[config.mk]
export PLATFORM = sky130hd
export DESIGN_NAME = psum_adder_arbiter
export DESIGN_NICKNAME = d
export VERILOG_FILES = /design/src/rtl/psum_adder_arbiter.sv
export SDC_FILE = /design/constraint.sdc
export NUM_CORES = 1
export LEC_CHECK = 0
export CORE_AREA = 4 4 123 125
export CTS_BUF_LIST = sky130_fd_sc_hd__clkbuf_8
export CTS_CLUSTER_DIAMETER = 200
export CTS_CLUSTER_SIZE = 40
export DETAILED_ROUTE_END_ITERATION = 8
export DIE_AREA = 0 0 127 129
export SLEW_MARGIN = 20
export SYNTH_ARGS = -nofsm -noshare
export SYNTH_HDL_FRONTEND = slang
export SYNTH_SLANG_ARGS = --single-unit
[constraint.sdc]
create_clock -name clk -period 7.5 [get_ports clk]
set_clock_uncertainty 0.2 [all_clocks]
set_input_delay 1.5 -clock clk [delete_from_list [all_inputs] [get_ports clk]]
set_output_delay 1.5 -clock clk [all_outputs]
set_load 0.02 [all_outputs]
[src/rtl/psum_adder_arbiter.sv]
// Round-robin scheduler sharing one external W-bit adder among NREQ requesters,
// with a single-entry tagged result register. Optional saturation: ADDER_ARB_SAT_EN.
module psum_adder_arbiter #(
    parameter int NREQ = 4,
    parameter int W    = 24,
    parameter int IDW  = 2
) (
    input  logic              clk,
    input  logic              rst,
    input  logic [NREQ-1:0]   req_valid,
    output logic [NREQ-1:0]   req_ready,
    input  logic [NREQ*W-1:0] req_a,
    input  logic [NREQ*W-1:0] req_b,
    output logic [W-1:0]      add_a,
    output logic [W-1:0]      add_b,
    input  logic [W-1:0]      add_s,
    input  logic              add_cout,
    output logic              res_valid,
    input  logic              res_ready,
    output logic [W-1:0]      res_sum,
    output logic              res_cout,
    output logic [IDW-1:0]    res_id,
    output logic [15:0]       ops_cnt
);

    logic [IDW-1:0] r_ptr;
    logic           r_res_valid;
    logic [W-1:0]   r_res_sum;
    logic           r_res_cout;
    logic [IDW-1:0] r_res_id;
    logic [15:0]    r_ops_cnt;

    logic [IDW-1:0] w_cand_idx [NREQ];
    logic [NREQ-1:0] w_cand_vld;
    logic           w_any;
    logic [IDW-1:0] w_grant_idx;
    logic           w_slot_free;
    logic           w_fire;
    logic           w_pop;
    logic [IDW-1:0] w_sel;
    logic [31:0]    w_inc;
    logic [IDW-1:0] w_ptr_next;
    logic [W-1:0]   w_sum_next;

    // Candidate gi is the requester at distance gi above the pointer, modulo NREQ.
    genvar gi;
    generate
        for (gi = 0; gi < NREQ; gi++) begin : g_cand
            logic [31:0] w_raw;
            assign w_raw          = 32'(r_ptr) + 32'(gi);
            assign w_cand_idx[gi] = (w_raw >= 32'(NREQ)) ? IDW'(w_raw - 32'(NREQ)) : IDW'(w_raw);
            assign w_cand_vld[gi] = req_valid[w_cand_idx[gi]];
        end
    endgenerate

    always_comb begin
        w_any       = 1'b0;
        w_grant_idx = r_ptr;
        for (int k = NREQ - 1; k >= 0; k--) begin
            if (w_cand_vld[k]) begin
                w_any       = 1'b1;
                w_grant_idx = w_cand_idx[k];
            end
        end
    end

    assign w_slot_free = !r_res_valid || res_ready;
    assign w_fire      = w_any && w_slot_free && !rst;
    assign w_pop       = r_res_valid && res_ready;

    generate
        for (gi = 0; gi < NREQ; gi++) begin : g_ready
            assign req_ready[gi] = w_fire && (w_grant_idx == IDW'(gi));
        end
    endgenerate

    // With no grant the adder still sees a defined operand pair (the pointer's).
    assign w_sel = w_fire ? w_grant_idx : r_ptr;
    assign add_a = req_a[w_sel*W +: W];
    assign add_b = req_b[w_sel*W +: W];

    assign w_inc      = 32'(w_grant_idx) + 32'd1;
    assign w_ptr_next = (w_inc >= 32'(NREQ)) ? '0 : IDW'(w_inc);

`ifdef ADDER_ARB_SAT_EN
    assign w_sum_next = add_cout ? {W{1'b1}} : add_s;
`else
    assign w_sum_next = add_s;
`endif

    always_ff @(posedge clk) begin
        if (rst) begin
            r_ptr       <= '0;
            r_res_valid <= 1'b0;
            r_res_sum   <= '0;
            r_res_cout  <= 1'b0;
            r_res_id    <= '0;
            r_ops_cnt   <= '0;
        end else begin
            if (w_fire) begin
                r_res_valid <= 1'b1;
                r_res_sum   <= w_sum_next;
                r_res_cout  <= add_cout;
                r_res_id    <= w_grant_idx;
                r_ptr       <= w_ptr_next;
            end else if (w_pop) begin
                r_res_valid <= 1'b0;
            end
            if (w_pop) begin
                r_ops_cnt <= r_ops_cnt + 16'd1;
            end
        end
    end

    assign res_valid = r_res_valid;
    assign res_sum   = r_res_sum;
    assign res_cout  = r_res_cout;
    assign res_id    = r_res_id;
    assign ops_cnt   = r_ops_cnt;

endmodule

# == After elaboration in Yosys (flattened, before gate mapping) ==
# Cells that the tools add are included.
# classes
n_mux,24
n_reduce_logical,12
magnitude_cmp,9
shifts,2
bitwise_logic,0
n_addsub,9
n_div,0
mul,1
eq_ne,3
# ops
cell,count
$shiftx 96x8->24,2
$mux 2,10
$add 16x1->16 const B,1
$ge 3x3->1 const B,4
$lt 2x3->1 const B,4
$mux 1,10
$bmux 1 s2,4
$sub 2x1->2 const B,4
$logic_and 1x1->1,7
$add 2x1->3 const B,2
$add 2x2->3 const B,2
$eq 2x2->1 const B,2
$mul 2x2->4 const B,1
$ge 2x3->1 const B,1
$eq 2x1->1 const B,1
$logic_not 1->1,2
$logic_not 2->1,1
$reduce_bool 2->1,1
$logic_or 1x1->1,1
# totals
mem_bits_ro,0
in_bits,224
output_inout_bits,96
memories,0
mem_bits_rw,0
ff_bits,46
word_cells,66
latchBits,0

# == Logic depth before layout (Yosys ltp) ==
# logic_depth
word_depth,14
depth_mapped,7
depth_no_buf,7

# == Worst setup path before layout ==
# Ideal clock, no wire load.
# synth_timing
path_type,in2out
from,input rst
to,output add_a[15]
arrival_time_ps,3313
setup_slack_ps,2487
t_required_ps,5800
path_stages,7
path_buffers,4
cell_sequence,clkbuf_1 -> or3_1 -> buf_6 -> a32oi_4 -> buf_6 -> buf_8 -> mux4_2
# synth_between
elab_chain_len,5
# synth_lines
item,line_no,source
from (decl),9,"input logic rst,"
$logic_not 1->1,68,assign w_fire = w_any && w_slot_free && !rst;
$logic_and 1x1->1,68,
$mux 2,78,assign w_sel = w_fire ? w_grant_idx : r_ptr;
$mul 2x2->4,79,assign add_a = req_a[w_sel*W +: W];
$shiftx 96x8->24,79,
to (decl),14,"output logic [W-1:0] add_a,"
# Every way passes these cells.

# == Worst setup path after layout ==
# layout_timing
from,input req_valid[2]
to,output add_b[20]
# layout_between
elab_chain_len,11
word_cells_on_any_way,21
classes_between,mul (1); shift (1); mux (17); reduce/logical (2)
# layout_lines
item,line_no,source
from (decl),10,"input logic [NREQ-1:0] req_valid,"
$bmux 1 s2,52,assign w_cand_vld[gi] = req_valid[w_cand_idx[gi]];
$mux 1 (implied by the code),52,
$mux 1 (4 in series),60,if (w_cand_vld[k]) begin
$logic_and 1x1->1 (2 in series),68,
$mux 2 *,78,
$mul 2x2->4 *,80,assign add_b = req_b[w_sel*W +: W];
$shiftx 96x8->24 *,80,
to (decl),15,"output logic [W-1:0] add_b,"
# Mark *: on every way between the ends. The rest lies on a longest branch, timed or not. The select of a mux whose other input is x is not followed.

==> impl_metrics.env <==
export IMPL_coreArea_sq_um=13900
export IMPL_worst_slew_pin_slew_ns=0.759
export IMPL_whs_ns=0.259
export IMPL_swShare_pct=33.0
export IMPL_layout_drive_gt1_share_pct=10.7
export IMPL_grt_max_degree=49
export IMPL_fin_setup_tns_ns=0
export IMPL_die_x_microns=127
export IMPL_finalInstanceArea_sq_um=6580
export IMPL_power_w=0.000942
export IMPL_hold_viol_final=0
export IMPL_yosysTopAreaCellShare_pct=34.1
export IMPL_setup_slack_ns=1.11
export IMPL_synthToLayoutAreaGrowth_pct=107
export IMPL_ys_seq_area_share_pct=29.0
export IMPL_max_freq_mhz=157
export IMPL_hold_path_class="flop to flop"
export IMPL_crit_chain="clkdlybuf4s50_1 > nor4_2 > nor3_4 > buf_4 > a31oi_4 > buf_4 > mux4_2 > clkdlybuf4s50_1"
export IMPL_reg2reg_slack_ns=5.37
export IMPL_async_flop_share_pct=0
export IMPL_cts_root_buffer="clkbuf_8"
export IMPL_antenna_found_initial=0
export IMPL_peakVddDrop_uv=137
export IMPL_pwr_share_seq_pct=28.7
export IMPL_synth_distinct_cells=42
export IMPL_worst_setup_path_start_kind="input port"
export IMPL_clock_path_buffers=2
export IMPL_p_per_area_nw_per_um2=143
export IMPL_cp_data_required_time_ns=5.80
export IMPL_maxCapViolations=0
export IMPL_drt_iter0_markers=205
export IMPL_vias=3767
export IMPL_grt_overflow_total=0
export IMPL_drt_pass1_iterations=4
export IMPL_synth_warnings=0
export IMPL_ys_seq_elements=46
export IMPL_synth_edf_count=0
export IMPL_arrival_ns=4.69
export IMPL_clk_latency_ns=0.30
export IMPL_postCtsSetupBuffers=0
export IMPL_hold_end="res_sum[15]$_SDFFE_PP0P_"
export IMPL_antenna_cells=0
export IMPL_rsz0062_at_grt="false"
export IMPL_switchingPower_w=0.000311
export IMPL_cts_buffers=5
export IMPL_drv_slew=0
export IMPL_rows=43
export IMPL_viasPerCell=4.78
export IMPL_path_max_fanout=48
export IMPL_cp_end_kind="primary output"
export IMPL_clkSinkCount=46
export IMPL_hpwl_mm=13.8
export IMPL_slew_headroom_pct=49.1
export IMPL_syn_area_per_cell_sq_um=10.6
export IMPL_placed_area_sq_um=6500
export IMPL_pwr_share_comb_pct=56.4
export IMPL_finalSetupViolCount=0
export IMPL_gp_congestion=0.952
export IMPL_yosys_area_top_type="mux4_2"
export IMPL_grt_usage_pct=18.2
export IMPL_htreeDepth=2
export IMPL_cts_resized=0
export IMPL_holdPathStages=2
export IMPL_syn_inst=298
export IMPL_grt_pass1_wl_mm=23.2
export IMPL_fin_crit_sh_pct=85.2
export IMPL_die_area_sq_um=16400
export IMPL_portBuffers=319
export IMPL_pre_cts_ws_ns=1.10
export IMPL_route_detailed_drc=0
export IMPL_r2r_cells=7
export IMPL_cts_hold_buffers=0
export IMPL_start_util_pct=22.9
export IMPL_period_needed_ns=6.39
export IMPL_p_clk_share_pct=14.9
export IMPL_ys_flop_type="dfxtp_1"
export IMPL_wl_mm=16.3
export IMPL_p_leak_nw=2.45
export IMPL_ioPinCount=320
export IMPL_grt_pass1_vias=3818
export IMPL_rr_endpoint="r_ptr[1]$_SDFFE_PP0P_"
export IMPL_clkTransAtPathRegs_ns=0.08
export IMPL_yosys_top_cells_area="mux4_2, dfxtp_1, nand2_1"
export IMPL_worstHoldStart="res_sum[15]$_SDFFE_PP0P_"
export IMPL_intPower_w=0.000631
export IMPL_synth_nets=527
export IMPL_r2r_start="r_ptr[0]$_SDFFE_PP0P_"
export IMPL_fin_nets=837
export IMPL_ant_nets=0
export IMPL_worst_path_largest_cell_delay_ns=0.58
export IMPL_die_h_microns=129
export IMPL_slowest_stage="clkdlybuf4s50_1"
export IMPL_synth_area_sq_um=3170
export IMPL_wl_per_cell_microns=20.7
export IMPL_critical_path_class="input port to primary output"
export IMPL_cts_tree="built"
export IMPL_status="complete, no violations"
worst max-delay path: cells and delay by family:
| kind | cells | cell delay [ns] |
|---|---|---|
| buffers and inverters | 4 | 1.88 |
| and+or+nand+nor | 2 | 0.64 |
| muxes | 1 | 0.44 |
| AOI/OAI and AO/OA | 1 | 0.21 |
power by group through the flow:
stage | logic [W] | registers [W] | clock network, W
6_report | 0.000531 | 0.000271 | 0.000140
3_3_place_gp | 0.000532 | 0.000275 | 0
4_1_cts | 0.000538 | 0.000271 | 0.000150
2_1_floorplan | 0.000246 | 0.000291 | 0
5_1_grt | 0.000560 | 0.000273 | 0.000158
3_5_place_dp | 0.000536 | 0.000276 | 0
cells in the final DEF, fill, tap and decap left out, drive strengths merged, types with 2 or more instances in the layout:
| master | n |
|---|---|
| a21oi | 5 |
| a32oi | 2 |
| and2 | 6 |
| and3 | 2 |
| and4 | 4 |
| buf | 6 |
| clkbuf | 5 |
| clkdlybuf4s50 | 319 |
| dfxtp | 46 |
| ha | 5 |
| inv | 7 |
| mux4 | 48 |
| nand2 | 53 |
| nand3 | 30 |
| nand4 | 10 |
| nor2 | 17 |
| nor2b | 6 |
| nor3 | 4 |
| nor4 | 2 |
| o21ai | 6 |
| or3 | 4 |
| xnor2 | 2 |
| xor2 | 9 |
cells in the mapped netlist (all sizes together) (6+ instances only):
master,number
xor2,9
nor2,17
buf,10
dfxtp,46
nor2b,6
nand4,10
nand3,30
and2,6
clkbuf,12
mux4,48
nand2,53
o21ai,6
worst max-delay path by stage:
stage,slack (ns),from,to,cells past startpoint
after floorplan,2.49,rst,add_a[15],7
after global placement,1.16,req_valid[2],add_b[20],8
after detailed placement,1.10,req_valid[2],add_b[20],8
after CTS,1.09,req_valid[2],add_b[20],8
after global routing,1.00,res_ready,add_b[20],7
final,1.11,req_valid[2],add_b[20],8
per-layer routing:
layer / up-vias / GRT usage [%] / share of wire, % / wire, microns
li1: 1746 / - / - / -
met1: 1835 / 21.5 / 38 / 6220
met2: 168 / 34.1 / 54 / 8730
met3: 18 / 3.94 / 6.5 / 1070
met4: 0 / 3.53 / 1.7 / 271
met5: - / 0 / 0 / 0
state kept, by name, summed over array words and instances (netlist names):
register   cells
res_valid      1
res_cout       1
ops_cnt       16
res_sum       24
res_id         2
r_ptr          2
through the flow:
step	std cells	util [%]
2_1_floorplan	298	-
3_3_place_gp	781	46.9
3_5_place_dp	781	46.9
4_1_cts	788	47.4
5_1_grt	788	47.4
6_report	788	47.4
final cells by class:
class / count / area [sq um]
Fill cell: 1277 / 7300
Inverter: 6 / 22.5
Clock inverter: 2 / 7.51
Multi-Input combinational cell: 224 / 2100
Tap cell: 180 / 225
Clock buffer: 5 / 68.8
Sequential cell: 46 / 921
Timing Repair Buffer: 325 / 3240
logic make-up (layout without fill, tap and decap cells):
family / count (synthesis) / in the layout / synth area share [%]
flops: 46 / 46 / 29.0
fa+ha+maj: 5 / 5 / 1.97
compound gates: 19 / 19 / 4.58
xor+xnor: 11 / 11 / 3.04
simple gates: 140 / 140 / 21.7
buf+inv: 28 / 338 / 5.33
mux: 49 / 49 / 34.4
No activity file was read; power rests on OpenSTA's default activity.
